[src/rtl/kernel_flush_seq_if.sv]
// kernel_flush_seq_if: dtype-tagged pixel stream into and out of kernel_flush_seq, plus busy.
// Defines fallback dtype codes when the shared dtype header has not been included.
`ifndef DTYPE_WIDTH
`define DTYPE_WIDTH 8
`endif
`ifndef FRAME_START
`define FRAME_START 8'h01
`endif
`ifndef FRAME_END
`define FRAME_END 8'h02
`endif
`ifndef ROW_START
`define ROW_START 8'h04
`endif
`ifndef ROW_END
`define ROW_END 8'h08
`endif
`ifndef DTYPE_PIXEL_MASK
`define DTYPE_PIXEL_MASK 8'hF0
`endif

interface kernel_flush_seq_if #(
   parameter int unsigned DATA_WIDTH = 8
) ();
   logic                    dvi;
   logic [`DTYPE_WIDTH-1:0] dtypei;
   logic [DATA_WIDTH-1:0]   datai;
   logic                    dvo;
   logic [`DTYPE_WIDTH-1:0] dtypeo;
   logic [DATA_WIDTH-1:0]   datao;
   logic                    busy;

   modport slave (input dvi, dtypei, datai, output dvo, dtypeo, datao, busy);
   modport master (output dvi, dtypei, datai, input dvo, dtypeo, datao, busy);
endinterface

[src/rtl/kernel_flush_seq.sv]
// kernel_flush_seq: 1-cycle registered pass-through that injects PAD_ROWS constant rows per frame.
// Define KERNEL_FLUSH_SEQ_STATS_EN to add the num_rows and frame_cnt outputs.
`ifndef DTYPE_WIDTH
`define DTYPE_WIDTH 8
`endif
`ifndef FRAME_START
`define FRAME_START 8'h01
`endif
`ifndef FRAME_END
`define FRAME_END 8'h02
`endif
`ifndef ROW_START
`define ROW_START 8'h04
`endif
`ifndef ROW_END
`define ROW_END 8'h08
`endif
`ifndef DTYPE_PIXEL_MASK
`define DTYPE_PIXEL_MASK 8'hF0
`endif

module kernel_flush_seq #(
   parameter int unsigned           DATA_WIDTH     = 8,
   parameter int unsigned           NUM_COLS_WIDTH = 11,
   parameter int unsigned           PAD_ROWS       = 1,
   parameter logic [DATA_WIDTH-1:0] PAD_VALUE      = '0
) (
   input  logic                      clk,
   input  logic                      resetb,
   input  logic                      enable,
   kernel_flush_seq_if.slave         bus,
   output logic                      overrun,
   output logic [NUM_COLS_WIDTH-1:0] num_cols
`ifdef KERNEL_FLUSH_SEQ_STATS_EN
   ,
   output logic [9:0]                num_rows,
   output logic [15:0]               frame_cnt
`endif
);

   typedef enum logic [2:0] {StIdle, StFrame, StPadRs, StPadPix, StPadRe, StPadFe} state_e;

   localparam logic [3:0] PadRows = 4'(PAD_ROWS);

   state_e                    state_q, state_d;
   logic                      en_q, en_d;
   logic [NUM_COLS_WIDTH-1:0] col_cnt_q, col_cnt_d;
   logic [9:0]                row_cnt_q, row_cnt_d;
   logic [NUM_COLS_WIDTH-1:0] pad_col_q, pad_col_d;
   logic [2:0]                pad_row_q, pad_row_d;
   logic [`DTYPE_WIDTH-1:0]   pix_dtype_q, pix_dtype_d;
   logic                      dvo_q, dvo_d;
   logic [`DTYPE_WIDTH-1:0]   dtypeo_q, dtypeo_d;
   logic [DATA_WIDTH-1:0]     datao_q, datao_d;
   logic                      busy_q, busy_d;
   logic                      overrun_q, overrun_d;
   logic [NUM_COLS_WIDTH-1:0] num_cols_q, num_cols_d;

   logic                      is_pixel, start_pad, last_pad_row;
   logic [NUM_COLS_WIDTH-1:0] pad_col_inc;

   assign is_pixel     = (bus.dtypei & `DTYPE_PIXEL_MASK) != '0;
   assign start_pad    = en_q && (PadRows != 4'd0) && (row_cnt_q != '0);
   assign pad_col_inc  = pad_col_q + NUM_COLS_WIDTH'(1);
   assign last_pad_row = ({1'b0, pad_row_q} + 4'd1) == PadRows;

   always_ff @(posedge clk) begin
      if (!resetb) state_q <= StIdle;
      else         state_q <= state_d;
   end

   always_comb begin
      state_d = state_q;
      unique case (state_q)
         StIdle:   if (bus.dvi && bus.dtypei == `FRAME_START) state_d = StFrame;
         StFrame:  if (bus.dvi && bus.dtypei == `FRAME_END) state_d = start_pad ? StPadRs : StIdle;
         StPadRs:  state_d = (num_cols_q == '0) ? StPadRe : StPadPix;
         StPadPix: if (pad_col_inc == num_cols_q) state_d = StPadRe;
         StPadRe:  state_d = last_pad_row ? StPadFe : StPadRs;
         StPadFe:  state_d = StIdle;
         default:  state_d = StIdle;
      endcase
   end

   always_comb begin
      en_d        = en_q;
      col_cnt_d   = col_cnt_q;
      row_cnt_d   = row_cnt_q;
      pad_col_d   = pad_col_q;
      pad_row_d   = pad_row_q;
      pix_dtype_d = pix_dtype_q;
      dvo_d       = 1'b0;
      dtypeo_d    = dtypeo_q;
      datao_d     = datao_q;
      busy_d      = busy_q;
      overrun_d   = overrun_q;
      num_cols_d  = num_cols_q;
      unique case (state_q)
         StIdle, StFrame: begin
            if (bus.dvi) begin
               dvo_d    = 1'b1;
               dtypeo_d = bus.dtypei;
               datao_d  = bus.datai;
               if (bus.dtypei == `FRAME_START) begin
                  en_d      = enable;
                  col_cnt_d = '0;
                  row_cnt_d = '0;
                  if (state_q == StIdle) overrun_d = 1'b0;
               end else if (state_q == StFrame) begin
                  if (bus.dtypei == `ROW_START) begin
                     col_cnt_d = '0;
                  end else if (is_pixel) begin
                     if (~&col_cnt_q) col_cnt_d = col_cnt_q + NUM_COLS_WIDTH'(1);
                     pix_dtype_d = bus.dtypei;
                  end else if (bus.dtypei == `ROW_END) begin
                     if (row_cnt_q == '0) num_cols_d = col_cnt_q;
                     if (~&row_cnt_q) row_cnt_d = row_cnt_q + 10'd1;
                  end else if (bus.dtypei == `FRAME_END && start_pad) begin
                     // Frame end is held back and re-emitted after the synthetic rows.
                     dvo_d     = 1'b0;
                     dtypeo_d  = dtypeo_q;
                     datao_d   = datao_q;
                     busy_d    = 1'b1;
                     pad_row_d = '0;
                  end
               end
            end
         end
         StPadRs: begin
            dvo_d     = 1'b1;
            dtypeo_d  = `ROW_START;
            datao_d   = '0;
            pad_col_d = '0;
         end
         StPadPix: begin
            dvo_d     = 1'b1;
            dtypeo_d  = pix_dtype_q;
            datao_d   = PAD_VALUE;
            pad_col_d = pad_col_inc;
         end
         StPadRe: begin
            dvo_d     = 1'b1;
            dtypeo_d  = `ROW_END;
            datao_d   = '0;
            pad_row_d = pad_row_q + 3'd1;
         end
         StPadFe: begin
            dvo_d    = 1'b1;
            dtypeo_d = `FRAME_END;
            datao_d  = '0;
            busy_d   = 1'b0;
         end
         default: ;
      endcase
      // Upstream words arriving during injection are dropped.
      if (busy_q && bus.dvi) overrun_d = 1'b1;
   end

`ifdef KERNEL_FLUSH_SEQ_STATS_EN
   logic [9:0]  num_rows_q, num_rows_d;
   logic [15:0] frame_cnt_q, frame_cnt_d;
   logic        fe_emit;

   always_comb begin
      fe_emit     = dvo_d && (dtypeo_d == `FRAME_END);
      num_rows_d  = fe_emit ? row_cnt_q : num_rows_q;
      frame_cnt_d = fe_emit ? frame_cnt_q + 16'd1 : frame_cnt_q;
   end

   always_ff @(posedge clk) begin
      if (!resetb) begin
         num_rows_q  <= '0;
         frame_cnt_q <= '0;
      end else begin
         num_rows_q  <= num_rows_d;
         frame_cnt_q <= frame_cnt_d;
      end
   end

   assign num_rows  = num_rows_q;
   assign frame_cnt = frame_cnt_q;
`endif

   always_ff @(posedge clk) begin
      if (!resetb) begin
         en_q        <= 1'b0;
         col_cnt_q   <= '0;
         row_cnt_q   <= '0;
         pad_col_q   <= '0;
         pad_row_q   <= '0;
         pix_dtype_q <= '0;
         dvo_q       <= 1'b0;
         dtypeo_q    <= '0;
         datao_q     <= '0;
         busy_q      <= 1'b0;
         overrun_q   <= 1'b0;
         num_cols_q  <= '0;
      end else begin
         en_q        <= en_d;
         col_cnt_q   <= col_cnt_d;
         row_cnt_q   <= row_cnt_d;
         pad_col_q   <= pad_col_d;
         pad_row_q   <= pad_row_d;
         pix_dtype_q <= pix_dtype_d;
         dvo_q       <= dvo_d;
         dtypeo_q    <= dtypeo_d;
         datao_q     <= datao_d;
         busy_q      <= busy_d;
         overrun_q   <= overrun_d;
         num_cols_q  <= num_cols_d;
      end
   end

   assign bus.dvo    = dvo_q;
   assign bus.dtypeo = dtypeo_q;
   assign bus.datao  = datao_q;
   assign bus.busy   = busy_q;
   assign overrun    = overrun_q;
   assign num_cols   = num_cols_q;

endmodule

[src/flat_wrapper.sv]
// flat-port wrapper written by rule: the top's interface ports become plain ports
module kernel_flush_seq_flat 
#(
   parameter int unsigned           DATA_WIDTH     = 8,
   parameter int unsigned           NUM_COLS_WIDTH = 11,
   parameter int unsigned           PAD_ROWS       = 1,
   parameter logic [DATA_WIDTH-1:0] PAD_VALUE      = '0
)
  (clk, resetb, enable, overrun, num_cols, bus_dvi, bus_dtypei, bus_datai, bus_dvo, bus_dtypeo, bus_datao, bus_busy);
  kernel_flush_seq_if #(.DATA_WIDTH(DATA_WIDTH)) bus_i ();
  input  logic clk;
  input  logic resetb;
  input  logic enable;
  output logic overrun;
  output logic [NUM_COLS_WIDTH-1:0] num_cols;
  input wire logic [$bits(bus_i.dvi)-1:0] bus_dvi;
  input wire logic [$bits(bus_i.dtypei)-1:0] bus_dtypei;
  input wire logic [$bits(bus_i.datai)-1:0] bus_datai;
  output wire logic [$bits(bus_i.dvo)-1:0] bus_dvo;
  output wire logic [$bits(bus_i.dtypeo)-1:0] bus_dtypeo;
  output wire logic [$bits(bus_i.datao)-1:0] bus_datao;
  output wire logic [$bits(bus_i.busy)-1:0] bus_busy;
  assign bus_i.dvi = bus_dvi;
  assign bus_i.dtypei = bus_dtypei;
  assign bus_i.datai = bus_datai;
  assign bus_dvo = bus_i.dvo;
  assign bus_dtypeo = bus_i.dtypeo;
  assign bus_datao = bus_i.datao;
  assign bus_busy = bus_i.busy;
  kernel_flush_seq #(.DATA_WIDTH(DATA_WIDTH), .NUM_COLS_WIDTH(NUM_COLS_WIDTH), .PAD_ROWS(PAD_ROWS), .PAD_VALUE(PAD_VALUE)) u_core (.clk(clk), .resetb(resetb), .enable(enable), .bus(bus_i), .overrun(overrun), .num_cols(num_cols));
endmodule
[config.mk]
export PLATFORM = sky130hd
export DESIGN_NAME = kernel_flush_seq_flat
export DESIGN_NICKNAME = d
export VERILOG_FILES = /design/src/rtl/kernel_flush_seq_if.sv /design/src/rtl/kernel_flush_seq.sv /design/src/flat_wrapper.sv
export SDC_FILE = /design/constraint.sdc
export NUM_CORES = 1
export LEC_CHECK = 0
export ABC_AREA = 1
export CAP_MARGIN = 20
export CORE_MARGIN = 2
export CORE_UTILIZATION = 55
export CTS_CLUSTER_DIAMETER = 50
export DETAILED_ROUTE_END_ITERATION = 7
export PLACE_DENSITY = 0.85
export SYNTH_ARGS = -nofsm -noshare
export SYNTH_HDL_FRONTEND = slang
export SYNTH_SLANG_ARGS = --single-unit
[constraint.sdc]
create_clock -name clk -period 2.6 [get_ports clk]
set_clock_uncertainty 0.1 [all_clocks]
set_input_delay 0.26 -clock clk [delete_from_list [all_inputs] [get_ports clk]]
set_output_delay 0.26 -clock clk [all_outputs]
set_load 0.005 [all_outputs]
-- Yosys cells after proc, flatten, opt, wreduce, memory -nomap -nowiden
Index checks and enable logic that the tools add are counted.
- add/subtract/negate cells: 5
- multiply operators: 0
- divide/modulo/power cells: 0
- $lt $le $gt $ge: 0
- equal/unequal tests: 26
- shifts and indexed selects: 0
- multiplexer cells: 64
- bitwise operators: 3
- reduce and logical (&&, ||, !) cells: 37
- operator list (cell ; number):
    two-way mux 8 bit ; 14
    two-way mux 10 bit ; 6
    two-way mux 11 bit ; 5
    case mux 8 bit (5 select lines) ; 1
    two-way mux 3 bit ; 12
    AND reduction 8 bit ; 3
    adder 11 x 1 -> 11 bit (second input constant) ; 2
    case mux 11 bit (2 select lines) ; 1
    nonzero test 2 bit ; 10
    two-way mux 1 bit ; 19
    case mux 8 bit (2 select lines) ; 1
    case mux 3 bit (5 select lines) ; 1
    inequality test 2 x 1 -> 1 bit (second input constant) ; 7
    inequality test 2 bit (second input constant) ; 6
    AND reduction 3 bit ; 4
    == test 11 bit ; 1
    zero test 11 bit ; 1
    AND reduction 11 bit ; 1
    adder 10 x 1 -> 10 bit (second input constant) ; 1
    zero test 10 bit ; 1
    AND reduction 10 bit ; 1
    nonzero test 10 bit ; 1
    == test 8 x 1 -> 1 bit (second input constant) ; 1
    == test 8 x 2 -> 1 bit (second input constant) ; 1
    other kinds (25) ; 34
- register bits: 77
- latch bits: 0
- RAM bits: 0
- ROM bits: 0
- input bits: 20
- logic and storage cells: 148
- memories: 0

-- Depth between registers and ports, before layout
- depth after elaboration: 11
- mapped depth: 15

-- Worst setup path before layout
OpenSTA, ideal clock, no wires.
- kind: reg2reg
- start point: register u_core.state_q[1]
- end point: register u_core.dtypeo_q[3], in the netlist u_core.bus.dtypeo[3]
- library setup time: 115 ps
- data arrival time: 1761 ps
- data required time: 2385 ps
- path slack: 624 ps
- stages on the path, launching flop included: 10
- buffers on the path: 1
- period minus slack after synthesis: 1976 ps
- cells stage by stage: dfxtp_1 -> inv_1 -> ha_1 -> inv_1 -> nor2_1 -> nor2_1 -> clkbuf_1 -> nand3_1 -> nand2_1 -> nor2_1
- cells in the longest elaborated chain, start to end: 5
- elaborated cells between the ends (all ways): 15
- classes of those cells: 7 x eq/ne; 4 x mux; 4 x reduce/logical
- ends and longest elaborated chain (item ; line ; source):
    start: declaration ; kernel_flush_seq.sv:45 ; state_e state_q, state_d;
    start signal: assignment ; kernel_flush_seq.sv:68 ; if (!resetb) state_q <= StIdle;
    start signal: assignment ; kernel_flush_seq.sv:69 ; else state_q <= state_d;
    == test 3 x 1 -> 1 bit ; kernel_flush_seq.sv:98, kernel_flush_seq.sv:109 ;
    two-way mux 8 bit ; kernel_flush_seq.sv:109 ; end else if (state_q == StFrame) begin
    two-way mux 8 bit ; kernel_flush_seq.sv:104 ; if (bus.dtypei == `FRAME_START) begin
    two-way mux 8 bit ; kernel_flush_seq.sv:100 ; if (bus.dvi) begin
    case mux 8 bit (5 select lines) ; kernel_flush_seq.sv:98 ; unique case (state_q)
    end signal: assignment ; kernel_flush_seq.sv:206 ; dtypeo_q <= dtypeo_d;
    end: declaration ; kernel_flush_seq.sv:53 ; logic [`DTYPE_WIDTH-1:0] dtypeo_q, dtypeo_d;
Parallel ways exist; a longest one is shown, timed or not. The select of a mux whose other input is x is not followed.
A chain may end at the register's enable or synchronous reset.

-- Worst setup path in the final report
- start point: register u_core.state_q[2]
- end point: register u_core.datao_q[2], in the netlist u_core.bus.datao[2]
- cells in the longest elaborated chain, start to end: 5
- elaborated cells between the ends (all ways): 16
- classes of those cells: 7 x eq/ne; 4 x mux; 5 x reduce/logical
- ends and longest elaborated chain (item ; line ; source):
    == test 3 x 1 -> 1 bit ; kernel_flush_seq.sv:98, kernel_flush_seq.sv:109 ;
    two-way mux 8 bit ; kernel_flush_seq.sv:109 ;
    two-way mux 8 bit ; kernel_flush_seq.sv:104 ;
    two-way mux 8 bit ; kernel_flush_seq.sv:100 ;
    case mux 8 bit (2 select lines) ; kernel_flush_seq.sv:98 ;
    end signal: assignment ; kernel_flush_seq.sv:207 ; datao_q <= datao_d;
    end: declaration ; kernel_flush_seq.sv:54 ; logic [DATA_WIDTH-1:0] datao_q, datao_d;
Parallel ways exist; a longest one is shown, timed or not. The select of a mux whose other input is x is not followed.

==> metrics.yaml <==
synth_area_um2: 4240
initial_core_util: 0.558
required_ns: 2.77
cap_violations: 0
critical_path_class: "reg -> reg"
dr.pass1.iters: 5
tritoncts: "done"
cpMaxStageDelayCell: "dfxtp_1"
hold_viol: 0
ant_nets: 0
path_cells: "inv_1, ha_1, inv_1, nor2_2, nand4_4, nand2_2, a21oi_1, nor3_1"
max_stage_delay_ns: 0.40
ys.flop_type: "dfxtp_1"
outcome: "completed"
drcViolationCount: 0
antenna_cells: 0
peakVddDrop_v: 0.000309
clkSinkCount: 77
die_x_um: 91.8
drive_gt1_frac: 0.0839
synth_edf_count: 0
p_leak_nw: 1.96
setup_tns_ns: 0
place_area_um2: 4840
final_util: 0.662
dieArea_um2: 8440
ys_async_sr_fraction: 0
yosysSeqAreaShare: 0.363
hold_buffers: 0
maxSlewViolCount: 0
synthesis.nets: 652
yosys-top-cells-area: "dfxtp_1 36%, nand2_1 11%, a21oi_1 9.6%"
ios: 50
cts_max_path_buffers: 2
row_count: 32
port_buffers: 49
ys_warn_count: 0
numCtsBuffers: 9
syn2layout_area_growth_pct: 18.6
slew_headroom: 0.677
gr-total-overflow: 0
rsz0062_at_grt: "no"
final_area_um2: 5030
avgSynthCellArea_um2: 6.82
die_y_um: 91.8
nets: 704
grt_usage: 0.252
grt_pass1_vias: 3898
power_density_nw_per_um2: 451
cts_root_buf: "clkbuf_8"
arrival_ns: 2.40
yosysTopAreaCell: "dfxtp_1"
fin_crit_ns: 2.22
num_vias: 4301
antenna_found_initial: 0
synth_cell_types: 43
clock_latency_ns: 0.36
path_buf_inv: 2
grt_first_pass_wirelength_um: 17400
yosys_register_bits: 77
hpwl_um: 7430
drtIter0Drc: 306
fmax_mhz: 450
critPathCaptureType: "flop"
finalSetupViolCount: 0
coreArea_um2: 7610
hp-class: "reg -> reg"
wl_per_cell_um: 13.0
post-route-period-util: 0.855
cp_top_family: "simple AND/OR/NAND/NOR gates"
cts_setup_buffers: 0
wl_um: 10200
vias_per_cell: 5.51
cts-resized-gates: 0
gp_congestion: 0.917
grt_max_degree: 36
critPathMaxFanout: 25
syn-instance-count: 622
synth_top_area_share: 0.363
worstMarginPinSlew_ns: 0.484
htree_levels: 3
clk_pin_slew_worst_paths_ns: 0.08
cp_common_cell: "inv_1"
crit_path_start_kind: "flop"
[routing by layer]
| metal | track usage | part of all wire | vias to the layer above |
|---|---|---|---|
| met2 | 0.420 | 0.48 | 162 |
| li1 | - | - | 2154 |
| met3 | 0.0559 | 0.062 | 15 |
| met1 | 0.326 | 0.44 | 1970 |
| met5 | 0 | 0 | - |
| met4 | 0.0796 | 0.015 | 0 |
[cell usage after synthesis, types with 3 or more instances]
master and n:
a21oi_1 81, o21ai_1 5, clkbuf_1 11, xor2_1 6, nand3b_1 3, nor2_1 57
dfxtp_1 77, nand3_1 47, nor4_1 3, o21ai_0 36, inv_2 4, buf_2 3
nor3_1 19, nor2_2 8, inv_1 76, a22oi_1 5, xnor2_1 4, nand2_2 6
o211ai_1 3, nand4_1 7, nand2_1 124, ha_1 10
[where the power goes]
part           internal [W]  switching (W)
clock network      0.000463       0.000432
logic             0.0000858      0.0000815
registers           0.00120     0.00000975
total               0.00175       0.000524
[cell type report]
class | count | area (um^2)
multi-input combinational | 445 | 2300
clock buffer | 11 | 141
timing repair buffer | 58 | 558
clock inverter | 5 | 50.0
sequential | 77 | 1540
fill | 644 | 2570
tap | 102 | 128
inverter | 83 | 314
[through the flow]
step / setup WS [ns] / power (W) / instances / hold WS (ns)
2_1_floorplan: 0.624 / 0.00131 / 622 / 0.295
3_3_place_gp: 0.173 / 0.00140 / 765 / 0.350
3_5_place_dp: 0.171 / 0.00140 / 765 / 0.352
4_1_cts: 0.399 / 0.00229 / 781 / 0.364
5_1_grt: 0.185 / 0.00237 / 781 / 0.380
6_report: 0.376 / 0.00227 / 781 / 0.367
[tightest hold or removal path, delay by kind of cell (launching register included)]
family,cells,cell delay [ns]
AND/OR/NAND/NOR,1,0.06
AO/OA/AOI/OAI,1,0.05
flip-flops,1,0.32
[path summary, 6_finish.rpt]
| path | slack, ns | from | depth (start not counted) | end |
|---|---|---|---|---|
| max | 0.38 | u_core.state_q[2] | 8 | u_core.bus.datao[2] |
| min | 0.37 | u_core.pix_dtype_q[7] | 2 | u_core.pix_dtype_q[7] |
| max reg2reg | 0.38 | u_core.state_q[2] | 8 | u_core.bus.datao[2] |
| min reg2reg | 0.37 | u_core.pix_dtype_q[7] | 2 | u_core.pix_dtype_q[7] |
[kinds of logic (layout without fill, tap and decap cells)]
family                   Yosys count  after routing  share of synthesized area
adder cells (fa/ha/maj)           10             10                     0.0295
XOR/XNOR                          11             11                     0.0259
flip-flops                        77             77                      0.363
AND/OR/NAND/NOR                  287            287                      0.313
buffers and inverters            100            157                     0.0943
AO/OA/AOI/OAI                    137            137                      0.174
[layout by cell type, fill, tap and decap left out, types with 3 or more instances in the layout]
cell	n
nand2_1	124
a21oi_1	81
dfxtp_1	77
inv_1	76
nor2_1	57
clkdlybuf4s50_1	49
nand3_1	47
o21ai_0	36
nor3_1	19
ha_1	10
clkbuf_8	10
buf_4	9
nor2_2	8
nand4_1	7
xor2_1	6
nand2_2	6
clkinv_2	6
o21ai_1	5
a22oi_1	5
inv_2	4
xnor2_1	4
nand3b_1	3
o211ai_1	3
nor4_1	3
[sequential cells by signal (all words and copies together) (netlist names), 3 cells and up]
register / flops
u_core.bus.dtypeo: 8
u_core.pad_col_q: 11
u_core.row_cnt_q: 10
u_core.num_cols: 11
u_core.state_q: 3
u_core.pix_dtype_q: 8
u_core.pad_row_q: 3
u_core.bus.datao: 8
u_core.col_cnt_q: 11
(Power assumes the default switching activity.)
